--- src/rtl/jk_pkg.sv ---
// Shared mode and JK action encodings for the JK register bank.
// The bit cell and the top level both decode against these definitions.
package jk_pkg;

    localparam logic [1:0] MODE_JK   = 2'b00;
    localparam logic [1:0] MODE_UP   = 2'b01;
    localparam logic [1:0] MODE_DOWN = 2'b10;
    localparam logic [1:0] MODE_LOAD = 2'b11;

    // Encoding is {j,k}, so a cell's inputs cast directly to an action.
    typedef enum logic [1:0] {
        JK_HOLD = 2'b00,
        JK_CLR  = 2'b01,
        JK_SET  = 2'b10,
        JK_TGL  = 2'b11
    } jk_action_e;

    function automatic logic jk_apply(input jk_action_e act, input logic q);
        logic nxt;
        nxt = q;
        case (act)
            JK_HOLD: nxt = q;
            JK_CLR:  nxt = 1'b0;
            JK_SET:  nxt = 1'b1;
            JK_TGL:  nxt = ~q;
            default: nxt = q;
        endcase
        return nxt;
    endfunction

endpackage

--- src/rtl/jk_bit_cell.sv ---
// Combinational next-state of a single JK flip-flop.
// Holds no state; the bank owns the storage.
module jk_bit_cell
    import jk_pkg::*;
(
    input  logic j,
    input  logic k,
    input  logic q,
    output logic q_next
);

    jk_action_e act;

    always_comb begin
        act    = jk_action_e'({j, k});
        q_next = jk_apply(act, q);
    end

endmodule

--- src/rtl/jk_register_bank.sv ---
// Bank of WIDTH JK flip-flops: per-bit JK, up/down counter or parallel load.
// q, qn, tc and changed are all registered on the same edge.
module jk_register_bank
    import jk_pkg::*;
#(
    parameter int               WIDTH     = 8,
    parameter logic [WIDTH-1:0] RESET_VAL = '0
) (
    input  logic             clk,
    input  logic             reset,
    input  logic             en,
    input  logic [1:0]       mode,
    input  logic [WIDTH-1:0] j,
    input  logic [WIDTH-1:0] k,
    input  logic [WIDTH-1:0] d,
    output logic [WIDTH-1:0] q,
    output logic [WIDTH-1:0] qn,
    output logic             tc,
    output logic             changed
);

    logic [WIDTH-1:0] ones_below;
    logic [WIDTH-1:0] zeros_below;
    logic [WIDTH-1:0] cell_j;
    logic [WIDTH-1:0] cell_k;
    logic [WIDTH-1:0] q_next;
    logic             tc_next;

    // Ripple-free toggle enables: bit i toggles when every lower bit is 1 (up) or 0 (down).
    always_comb begin
        ones_below     = '0;
        zeros_below    = '0;
        ones_below[0]  = 1'b1;
        zeros_below[0] = 1'b1;
        for (int i = 1; i < WIDTH; i++) begin
            ones_below[i]  = ones_below[i-1]  &  q[i-1];
            zeros_below[i] = zeros_below[i-1] & ~q[i-1];
        end
    end

    always_comb begin
        cell_j  = j;
        cell_k  = k;
        tc_next = 1'b0;
        case (mode)
            MODE_JK: begin
                cell_j = j;
                cell_k = k;
            end
            MODE_UP: begin
                cell_j  = ones_below;
                cell_k  = ones_below;
                tc_next = &q;
            end
            MODE_DOWN: begin
                cell_j  = zeros_below;
                cell_k  = zeros_below;
                tc_next = ~|q;
            end
            MODE_LOAD: begin
                cell_j = d;
                cell_k = ~d;
            end
            default: begin
                cell_j = j;
                cell_k = k;
            end
        endcase
    end

    for (genvar gi = 0; gi < WIDTH; gi++) begin : g_cell
        jk_bit_cell u_cell (
            .j      (cell_j[gi]),
            .k      (cell_k[gi]),
            .q      (q[gi]),
            .q_next (q_next[gi])
        );
    end

    always_ff @(posedge clk) begin
        if (reset) begin
            q       <= RESET_VAL;
            qn      <= ~RESET_VAL;
            tc      <= 1'b0;
            changed <= 1'b0;
        end else if (en) begin
            q       <= q_next;
            qn      <= ~q_next;
            tc      <= tc_next;
            changed <= (q_next != q);
        end else begin
            tc      <= 1'b0;
            changed <= 1'b0;
        end
    end

endmodule

--- config.mk ---
export PLATFORM = sky130hd
export DESIGN_NAME = jk_register_bank
export DESIGN_NICKNAME = d
export VERILOG_FILES = /design/src/rtl/jk_pkg.sv /design/src/rtl/jk_bit_cell.sv /design/src/rtl/jk_register_bank.sv
export SDC_FILE = /design/constraint.sdc
export NUM_CORES = 1
export LEC_CHECK = 0
export ABC_CLOCK_PERIOD_IN_PS = 2200
export BUFFER_PORTS_ARGS = -buffer_cell sky130_fd_sc_hd__buf_2
export CAP_MARGIN = 20
export CORE_MARGIN = 2
export CORE_UTILIZATION = 45
export DETAILED_ROUTE_END_ITERATION = 16
export GPL_TIMING_DRIVEN = 0
export PLACE_DENSITY = 0.77
export SYNTH_ARGS = -nofsm -noshare
export SYNTH_HDL_FRONTEND = slang
export SYNTH_SLANG_ARGS = --single-unit
--- constraint.sdc ---
create_clock -name clk -period 2.2 [get_ports clk]
set_clock_uncertainty 0.2 [all_clocks]
set_input_delay 0.11 -clock clk [delete_from_list [all_inputs] [get_ports clk]]
set_output_delay 0.11 -clock clk [all_outputs]
set_load 0.05 [all_outputs]
Word-level counts from Yosys, hierarchy flattened
Index checks and enable logic that the tools add are counted.
{"block": "op_classes", "add_sub_neg": 0, "n_mul": 0, "div_mod_pow": 0, "magnitude_cmp": 0, "n_eq_ne": 28, "shifts": 0, "n_mux": 11, "bitwise": 23, "reduce_logical": 13}
{"op": "$pmux W8 S4", "n": 2}
{"op": "$eq A2 B2 Y1 const B", "n": 18}
{"op": "$pmux W1 S4", "n": 8}
{"op": "$eq A2 B1 Y1 const B", "n": 9}
{"op": "$logic_not A2 Y1", "n": 9}
{"op": "$not A8 Y8", "n": 2}
{"op": "$and A1 B1 Y1", "n": 12}
{"op": "$not A1 Y1", "n": 9}
{"op": "$ne A8 B8 Y1", "n": 1}
{"op": "$reduce_and A8 Y1", "n": 1}
{"op": "$reduce_or A8 Y1", "n": 1}
{"op": "$pmux W1 S2", "n": 1}
{"op": "$reduce_or A2 Y1", "n": 1}
{"op": "$logic_not A1 Y1", "n": 1}
{"block": "word_totals", "ff_bits": 18, "latchBits": 0, "mem_bits_rw": 0, "rom_bits": 0, "in_bits": 29, "wordCells": 79, "n_memories": 0}

Longest topological paths before layout
Gate-level depths: netlist (run 1).
{"block": "depth", "depth_word": 11, "mapped_depth": 9, "ltp_nobuf": 8}

Cells and area by module
Synthesis (run 1) repeated with hierarchy kept, for this count alone.
{"block": "hier_totals", "cells_unflattened": 177, "hier_area_um2": 1368.8}
{"mod": "jk_register_bank", "instances": 1, "cells_each": 161, "area_per_inst_um2": 1258.7}
{"mod": "jk_bit_cell", "instances": 8, "cells_each": 2, "area_per_inst_um2": 13.8}

Least setup slack after synthesis (run 1)
OpenSTA, ideal clock, no wires.
{"block": "synth_timing", "kind": "reg-to-reg", "startpoint": "register q[1]", "endpoint": "register qn[6]", "setup_ns": 0.120, "t_arrival_ns": 1.889, "t_required_ns": 1.880, "setup_slack_ns": -0.009, "path_stages_with_launch": 9, "n_path_buf": 2, "cell_sequence": "dfxtp_1 buf_6 or4b_4 buf_6 o32ai_4 a211o_1 a21oi_1 o21a_1 a211o_1"}
{"block": "synth_between", "elab_chain_cells": 10, "word_cells_on_any_way": 19, "classes_between": "eq/ne: 3; mux: 3; bitwise: 12; reduce/logical: 1"}
{"element": "from (decl)", "line_no": "jk_register_bank.sv:16", "source": "output logic [WIDTH-1:0] q,"}
{"element": "from (signal assigned)", "line_no": "jk_register_bank.sv:87", "source": "q <= q_next;"}
{"element": "$not A1 Y1", "line_no": "jk_register_bank.sv:37", "source": "zeros_below[i] = zeros_below[i-1] & ~q[i-1];"}
{"element": "$and A1 B1 Y1 (5 in a row)", "line_no": "jk_register_bank.sv:37"}
{"element": "$pmux W8 S4", "line_no": "jk_register_bank.sv:45", "source": "case (mode)"}
{"element": "$eq A2 B2 Y1 (tied with other cells)", "line_no": "jk_pkg.sv:21", "source": "case (act)"}
{"element": "$pmux W1 S4 (*)", "line_no": "jk_pkg.sv:21"}
{"element": "$not A8 Y8 (*)", "line_no": "jk_register_bank.sv:88", "source": "qn <= ~q_next;"}
{"element": "to (signal assigned)", "line_no": "jk_register_bank.sv:83", "source": "qn <= ~RESET_VAL;"}
{"element": "to (signal assigned)", "line_no": "jk_register_bank.sv:88"}
{"element": "to (decl)", "line_no": "jk_register_bank.sv:17", "source": "output logic [WIDTH-1:0] qn,"}
Every way passes the cells marked *; elsewhere a longest branch is shown, timed or not.
A chain may end at the register's enable or synchronous reset.

Worst setup path after layout (run 1)
{"block": "layout_timing", "startpoint": "register q[2]", "endpoint": "register changed"}
{"block": "layout_between", "elab_chain_cells": 10, "word_cells_on_any_way": 40, "classes_between": "eq/ne: 16; mux: 8; bitwise: 11; reduce/logical: 5"}
{"element": "$not A1 Y1", "line_no": "jk_pkg.sv:25, jk_register_bank.sv:37"}
{"element": "$and A1 B1 Y1 (5 in a row)", "line_no": "jk_register_bank.sv:37"}
{"element": "$pmux W8 S4", "line_no": "jk_register_bank.sv:45"}
{"element": "$eq A2 B2 Y1 (tied with other cells)", "line_no": "jk_pkg.sv:21"}
{"element": "$pmux W1 S4", "line_no": "jk_pkg.sv:21"}
{"element": "$ne A8 B8 Y1 (*)", "line_no": "jk_register_bank.sv:90", "source": "changed <= (q_next != q);"}
{"element": "to (signal assigned)", "line_no": "jk_register_bank.sv:90"}
{"element": "to (decl)", "line_no": "jk_register_bank.sv:19", "source": "output logic changed"}
Marks and branches as above.

==> results.py, run 1 <==
metrics = {
    "global_routing": {
        "first_global_vias": 1389,
        "globalRoute.totalOverflow": 0,
        "wire_length_of_the_first_global_routing_pass_um": 6110,
        "grt_antenna_before_repair": 0,
        "grt_usage": 0.232,
        "maximum_number_of_pins_on_one_net_before_global_route_repair": 11,
    },
    "clock_network": {
        "clk-insertion-delay-late_ns": 0.31,
        "clkTransAtPathRegs_ns": 0.11,
        "cts.sinks": 18,
        "clockBufferDepth": 2,
        "clock_tree.htree_level_count": 1,
        "clock_tree_from_tritoncts": "done",
        "tritoncts.num_buffers": 3,
        "cts_root_buf": "sky130_fd_sc_hd__clkbuf_4",
    },
    "synthesis": {
        "synth_enable_flop_cells": 0,
        "syn-mean-instance-area_um2": 7.73,
        "synth_xor_xnor_area_share": 0,
        "number_of_synthesized_register_bits": 18,
        "ys_types": 44,
        "synth.cell_area_um2": 1320,
        "complex_gate_fraction_of_the_synthesized_area": 0.355,
        "yosys.cell_count.top_type": "sky130_fd_sc_hd__dfxtp_1",
        "synth_area_leaders": "sky130_fd_sc_hd__dfxtp_1, sky130_fd_sc_hd__a21oi_1, sky130_fd_sc_hd__buf_4, sky130_fd_sc_hd__o21ai_0, sky130_fd_sc_hd__inv_1",
        "combinational_family_with_the_most_area_after_synthesis": "compound AO/OA/AOI/OAI gates",
        "share_of_synthesized_area_spent_on_multiplexers": 0.00757,
        "async_flop_share": 0,
        "yosys_warnings": 0,
        "synth.top_cell.area_share": 0.272,
        "ys_seq_area_frac": 0.272,
        "synthesized_area_fraction_occupied_by_and_or_nand_nor_cells": 0.192,
        "yosys.area_share.adder": 0.0378,
        "ys.flop_type": "sky130_fd_sc_hd__dfxtp_1",
        "post_synthesis_cell_type_with_the_largest_combined_area": "sky130_fd_sc_hd__dfxtp_1",
        "synthesis.nets": 204,
        "synth_cells": 171,
        "synth.top_cells.by_count": "sky130_fd_sc_hd__dfxtp_1, sky130_fd_sc_hd__inv_1, sky130_fd_sc_hd__a21oi_1",
    },
    "sta": {
        "pins_over_their_slew_limit": 0,
        "worst_pin_slew_ns": 0.506,
        "worst_slew_margin_rel": 0.662,
        "setup_ws_ns": -0.00509,
        "final.min_clock_period_ns": 2.21,
        "final-hold-violation-count": 0,
        "timing.final.setup_violations": 1,
        "grt_setup_unrepaired": "true",
        "clock.fmax_ghz": 0.453,
        "hold_slack_ns": 0.0637,
        "final_min_period_over_clock_period": 1.00,
    },
    "placed_design": {
        "globalplace.congestion": 0.867,
        "placed_area_um2": 1590,
        "hpwlAfterDp_um": 2760,
        "io_buffer_count": 45,
    },
    "min_path": {
        "path_class_of_the_lowest_slack_min_delay_path": "in2reg",
    },
    "setup_path": {
        "crit_arrival_ns": 2.19,
        "worst_ep_required_time_ns": 2.19,
        "worst-r2r-setup-slack_ns": -0.005,
        "regToRegStartpoint": "q[2]$_SDFFE_PP0P_",
        "cp-endpoint": "changed$_SDFF_PP0_",
        "path_depth_of_the_worst_reg2reg_path": 7,
        "critPathLaunch": "q[2]$_SDFFE_PP0P_",
        "critical_path_peak_fanout": 6,
        "endpoint_kind": "flip-flop",
        "crit_type": "reg2reg",
        "worst_setup_path_start_kind": "flip-flop",
        "worst_r2r_endpoint": "changed$_SDFF_PP0_",
    },
    "floorplan": {
        "dieWidth_um": 58.2,
        "core_area_um2": 2780,
        "pin_count": 47,
        "die_boundary_height_um": 58.2,
        "floorplan.die_area_um2": 3390,
        "placementRows": 19,
        "starting_utilization_of_the_core_area": 0.475,
    },
    "power": {
        "power.density_nw_per_um2": 565,
        "vdd_drop_max_mv": 0.515,
        "power.leakage_nw": 0.786,
    },
    "detailed_routing": {
        "vias_per_cell": 5.88,
        "ant_nets": 0,
        "route.detailed.drc": 0,
        "dr.pass1.iters": 6,
        "count_of_vias_placed_by_the_detailed_router": 1522,
        "detail_route.wirelength_um": 4010,
        "post_drt_wl_per_cell_um": 15.5,
        "drtIter0Drc": 67,
    },
    "finish": {
        "antenna-diode-count": 0,
        "final.fill_count": 252,
        "syn_to_final_growth_pct": 40.3,
        "final_layout_size_suffix_gt1_frac": 0.404,
        "finalCoreUtilization": 0.667,
        "fin_nets": 262,
        "final_design_area_no_fill_um2": 1860,
    },
    "flow_run": {
        "drv_cap": 0,
    },
    "outcome": {
        "failed_checks": "setup timing",
        "run_status": "finished, violations left",
    },
}
[worst max-delay path, stage by stage (launching register included)]
cell and delay [ns]:
sky130_fd_sc_hd__dfxtp_4 0.43, sky130_fd_sc_hd__or4b_4 0.20, sky130_fd_sc_hd__buf_6 0.12, sky130_fd_sc_hd__o211ai_1 0.12, sky130_fd_sc_hd__a221o_1 0.33, sky130_fd_sc_hd__nand4bb_4 0.24, sky130_fd_sc_hd__a2111oi_4 0.31, sky130_fd_sc_hd__a311oi_2 0.15
[final cells by class]
class,count,area (um2),area share
multi-input cells,118,931,0.502
inverters,15,56.3,0.0303
flip-flops and latches,18,369,0.199
plain buffers,17,108,0.0580
clock buffers,4,36.3,0.0196
repair buffers,56,317,0.171
well taps,31,38.8,0.0209
[sequential cells by signal (all words and copies together) (netlist names)]
signal / count
changed: 1
q: 8
qn: 8
tc: 1
[repair_timing]
item,in CTS,in global routing
pin swaps,9,11
hold buffers,2,0
setup buffers,5,4
endpoints found under the setup margin,7,5
gates resized for setup,11,23
endpoints found under the hold margin,5,0
[cells by family (layout without fill, tap and decap cells)]
group	after synthesis	count (layout)
adders and majority gates	4	4
muxes	1	1
AOI/OAI and AO/OA	66	66
buffers and inverters	35	92
DFF	18	18
and+or+nand+nor	47	47
[through the flow]
| step | setup slack, ns | TNS (ns) | total power [mW] | cells |
|---|---|---|---|---|
| global route | -0.0842 | -0.133 | 1.10 | 259 |
| CTS | -0.0138 | -0.0138 | 0.991 | 256 |
| floorplan | 0.0245 | 0 | 0.667 | 171 |
| finish | -0.00509 | -0.00509 | 1.05 | 259 |
| global placement | -0.490 | -1.11 | 0.757 | 247 |
| detailed placement | -0.520 | -1.32 | 0.761 | 247 |
[routing by layer]
layer / track usage / routed length (um) / vias to the layer above / share of wire
li1: - / - / 736 / -
met2: 0.383 / 1910 / 86 / 0.48
met5: 0 / 0 / - / 0
met3: 0.0558 / 300 / 12 / 0.075
met4: 0.0864 / 81 / 0 / 0.020
met1: 0.291 / 1710 / 688 / 0.43
[layout by cell type (no fill, tap or decap), types with 5 or more instances in the layout]
cell and count:
sky130_fd_sc_hd__nor2_1 9, sky130_fd_sc_hd__clkbuf_1 6, sky130_fd_sc_hd__o211ai_1 5, sky130_fd_sc_hd__a21oi_1 11
sky130_fd_sc_hd__inv_1 14, sky130_fd_sc_hd__o21ai_0 11, sky130_fd_sc_hd__dfxtp_1 15, sky130_fd_sc_hd__buf_4 16
sky130_fd_sc_hd__nand2b_1 6, sky130_fd_sc_hd__nor3_1 5, sky130_fd_sc_hd__buf_2 47, sky130_fd_sc_hd__nand2_1 9
sky130_fd_sc_hd__a31oi_1 5
[where the power goes]
| part | leakage (nW) | switching [mW] | internal, mW |
|---|---|---|---|
| Combinational | 0.614 | 0.269 | 0.177 |
| Clock | 0.0210 | 0.118 | 0.101 |
| Sequential | 0.151 | 0.0297 | 0.354 |
| Total | 0.786 | 0.417 | 0.632 |
[worst min path at each step]
stage                       startpoint                 end  slack (ns)  cells past startpoint
global route                      k[1]   q[1]$_SDFFE_PP0P_        0.09                      4
floorplan                           en  qn[0]$_SDFFE_PP1P_        0.06                      2
detailed placement  qn[3]$_SDFFE_PP1P_  qn[3]$_SDFFE_PP1P_        0.23                      2
global placement    qn[3]$_SDFFE_PP1P_  qn[3]$_SDFFE_PP1P_        0.24                      2
CTS                               k[1]   q[1]$_SDFFE_PP0P_        0.02                      4
finish                            j[0]  qn[0]$_SDFFE_PP1P_        0.06                      6
Power figures use the tool's default switching activity.
==> inputs of run 2 (changes only) <==
--- a/config.mk
+++ b/config.mk
@@ -8,11 +8,10 @@
 export ABC_CLOCK_PERIOD_IN_PS = 2200
 export BUFFER_PORTS_ARGS = -buffer_cell sky130_fd_sc_hd__buf_2
 export CAP_MARGIN = 20
-export CORE_MARGIN = 2
 export CORE_UTILIZATION = 45
 export DETAILED_ROUTE_END_ITERATION = 16
 export GPL_TIMING_DRIVEN = 0
-export PLACE_DENSITY = 0.77
+export PLACE_DENSITY = 0.72
 export SYNTH_ARGS = -nofsm -noshare
 export SYNTH_HDL_FRONTEND = slang
 export SYNTH_SLANG_ARGS = --single-unit
==> run 2 against run 1 <==
Against the previous run:
- the flow still finishes with violations (setup timing)
- fmax down 1.6%
- routed wire length decreased by 0.20%
- first-iteration DRC count down 21%
- core utilization is 2.9 points lower
- die area decreased by 6.8%
- cell area is 4.4% lower
- sequential power barely moved
- cell count shrank 0.77%
- setup slack got worse by 0.036 ns
- sequential share of layout area rose by 0.91 points
- flip-flop and latch count is the same
- critical path type unchanged
==> results.py, run 2 (same netlist as run 1, synthesis figures left out) <==
metrics = {
    "outcome": {
        "run_status": "finished, violations left",
        "failed_checks": "setup timing",
    },
    "finish": {
        "final_design_area_no_fill_um2": 1770,
        "fin_nets": 260,
        "final_common_cell": "sky130_fd_sc_hd__buf_2",
        "biggestRegsByFlops": "q: 8 flops, qn: 8 flops",
        "final_cell_mix": "sky130_fd_sc_hd__buf_2, sky130_fd_sc_hd__buf_4, sky130_fd_sc_hd__dfxtp_1",
        "syn_to_final_growth_pct": 34.2,
        "final_layout_size_suffix_gt1_frac": 0.381,
        "antenna-diode-count": 0,
    },
    "detailed_routing": {
        "vias_per_cell": 6.01,
        "drtIter0Drc": 53,
        "count_of_vias_placed_by_the_detailed_router": 1545,
        "detail_route.wirelength_um": 4000,
        "route.detailed.drc": 0,
        "dr.pass1.iters": 5,
        "post_drt_wl_per_cell_um": 15.6,
        "ant_nets": 0,
    },
    "sta": {
        "setup_ws_ns": -0.0410,
        "final.min_clock_period_ns": 2.24,
        "grt_setup_unrepaired": "true",
        "timing.final.setup_violations": 1,
        "final_min_period_over_clock_period": 1.02,
        "pins_over_their_slew_limit": 0,
        "final-hold-violation-count": 0,
        "clock.fmax_ghz": 0.446,
        "hold_slack_ns": 0.0112,
        "worst_pin_slew_ns": 0.495,
        "worst_slew_margin_rel": 0.670,
    },
    "setup_path": {
        "critical_path.cell_chain": "or4b_4 -> o32ai_4 -> o221a_4 -> nand4bb_1 -> a2111oi_2 -> a311oi_1",
        "worst_r2r_endpoint": "changed$_SDFF_PP0_",
        "worst_setup_path_start_kind": "flip-flop",
        "critPathLaunch": "q[1]$_SDFFE_PP0P_",
        "max_stage_delay_ns": 0.58,
        "path_depth_of_the_worst_reg2reg_path": 6,
        "endpoint_kind": "flip-flop",
        "worst_ep_required_time_ns": 2.19,
        "critical_path_peak_fanout": 5,
        "crit_type": "reg2reg",
        "worst-r2r-setup-slack_ns": -0.04,
        "regToRegStartpoint": "q[1]$_SDFFE_PP0P_",
        "slowest_stage": "sky130_fd_sc_hd__or4b_4",
        "crit_arrival_ns": 2.23,
    },
    "clock_network": {
        "clockBufferDepth": 2,
        "clkTransAtPathRegs_ns": 0.11,
        "clock_tree_from_tritoncts": "done",
        "cts.sinks": 18,
        "clk-insertion-delay-late_ns": 0.29,
        "clock_tree.htree_level_count": 1,
        "cts_root_buf": "sky130_fd_sc_hd__clkbuf_4",
        "tritoncts.num_buffers": 3,
    },
    "power": {
        "power.density_nw_per_um2": 571,
        "total_power_mw": 1.01,
        "power.leakage_nw": 0.763,
        "p_switching_uw": 395,
        "power_frac_clock": 0.203,
        "vdd_drop_max_mv": 0.593,
        "combinationalPowerShare": 0.420,
        "share_of_total_power_in_sequential_cells": 0.377,
        "switching_share": 0.390,
        "cellInternalPower_uw": 618,
    },
    "flow_run": {
        "drv_cap": 0,
    },
    "min_path": {
        "worst_case_hold_path_end_point": "qn[1]$_SDFFE_PP1P_",
        "timing.hold.worst.start": "reset",
        "path_class_of_the_lowest_slack_min_delay_path": "in2reg",
        "hold_depth": 2,
    },
    "floorplan": {
        "die_boundary_height_um": 56.2,
        "starting_utilization_of_the_core_area": 0.475,
        "floorplan.die_area_um2": 3160,
        "placementRows": 19,
        "core_area_um2": 2780,
        "pin_count": 47,
        "dieWidth_um": 56.2,
    },
    "global_routing": {
        "grt_antenna_before_repair": 0,
        "grt_usage": 0.248,
        "first_global_vias": 1446,
        "maximum_number_of_pins_on_one_net_before_global_route_repair": 11,
        "globalRoute.totalOverflow": 0,
        "wire_length_of_the_first_global_routing_pass_um": 6160,
    },
    "placed_design": {
        "post-place-ws_ns": -0.530,
        "io_buffer_count": 45,
        "placed_area_um2": 1590,
        "hpwlAfterDp_um": 2880,
        "globalplace.congestion": 0.907,
    },
}
==> run 2: worst max-delay path by stage <==
| stage | to | slack (ns) |
|---|---|---|
| floorplan | qn[6]$_SDFFE_PP1P_ | 0.02 |
| global placement | changed$_SDFF_PP0_ | -0.52 |
| detailed placement | changed$_SDFF_PP0_ | -0.53 |
| CTS | changed$_SDFF_PP0_ | -0.07 |
| global route | changed$_SDFF_PP0_ | -0.08 |
| finish | changed$_SDFF_PP0_ | -0.04 |
==> run 2: power groups by stage <==
| stage | logic [mW] | registers (mW) | clock network [mW] |
|---|---|---|---|
| floorplan | 0.238 | 0.428 | 0 |
| global placement | 0.373 | 0.382 | 0 |
| detailed placement | 0.381 | 0.383 | 0 |
| CTS | 0.401 | 0.378 | 0.210 |
| global route | 0.456 | 0.386 | 0.220 |
| finish | 0.426 | 0.382 | 0.206 |
==> run 2: stage by stage <==
| stage | TNS, ns | std cells | util |
|---|---|---|---|
| 6_report | -0.0410 | 257 | 0.638 |
| 5_1_grt | -0.119 | 257 | 0.638 |
| 4_1_cts | -0.0743 | 256 | 0.613 |
| 3_5_place_dp | -1.23 | 247 | 0.570 |
| 3_3_place_gp | -1.01 | 247 | 0.570 |
| 2_1_floorplan | 0 | 171 | - |
==> run 2: final cells by class <==
cell class | count | area, um2
flip-flops and latches | 18 | 369
clock buffers | 4 | 36.3
inverters | 15 | 56.3
well taps | 31 | 38.8
plain buffers | 17 | 103
multi-input cells | 118 | 876
repair buffers | 54 | 295
fillers | 251 | 1010
==> run 2: critical path, delay by kind of cell (launching register included) <==
family          cells  cell delay (ns)
compound gates      4             0.84
flops               1             0.37
simple gates        2             0.71
==> run 2: per-layer routing <==
layer,vias to the layer above,part of all wire,track usage
met3,14,0.069,0.0535
met5,-,0,0
li1,733,-,-
met2,85,0.50,0.435
met1,713,0.40,0.287
met4,0,0.034,0.111
==> run 2: repair_timing <==
| item | in CTS | in global routing |
|---|---|---|
| endpoints found under the setup margin | 7 | 11 |
| setup buffers | 6 | 2 |
| gates resized for setup | 12 | 12 |
| hold buffers | 1 | 0 |
| hold endpoints to repair | 3 | 0 |
| pin swaps | 10 | 7 |
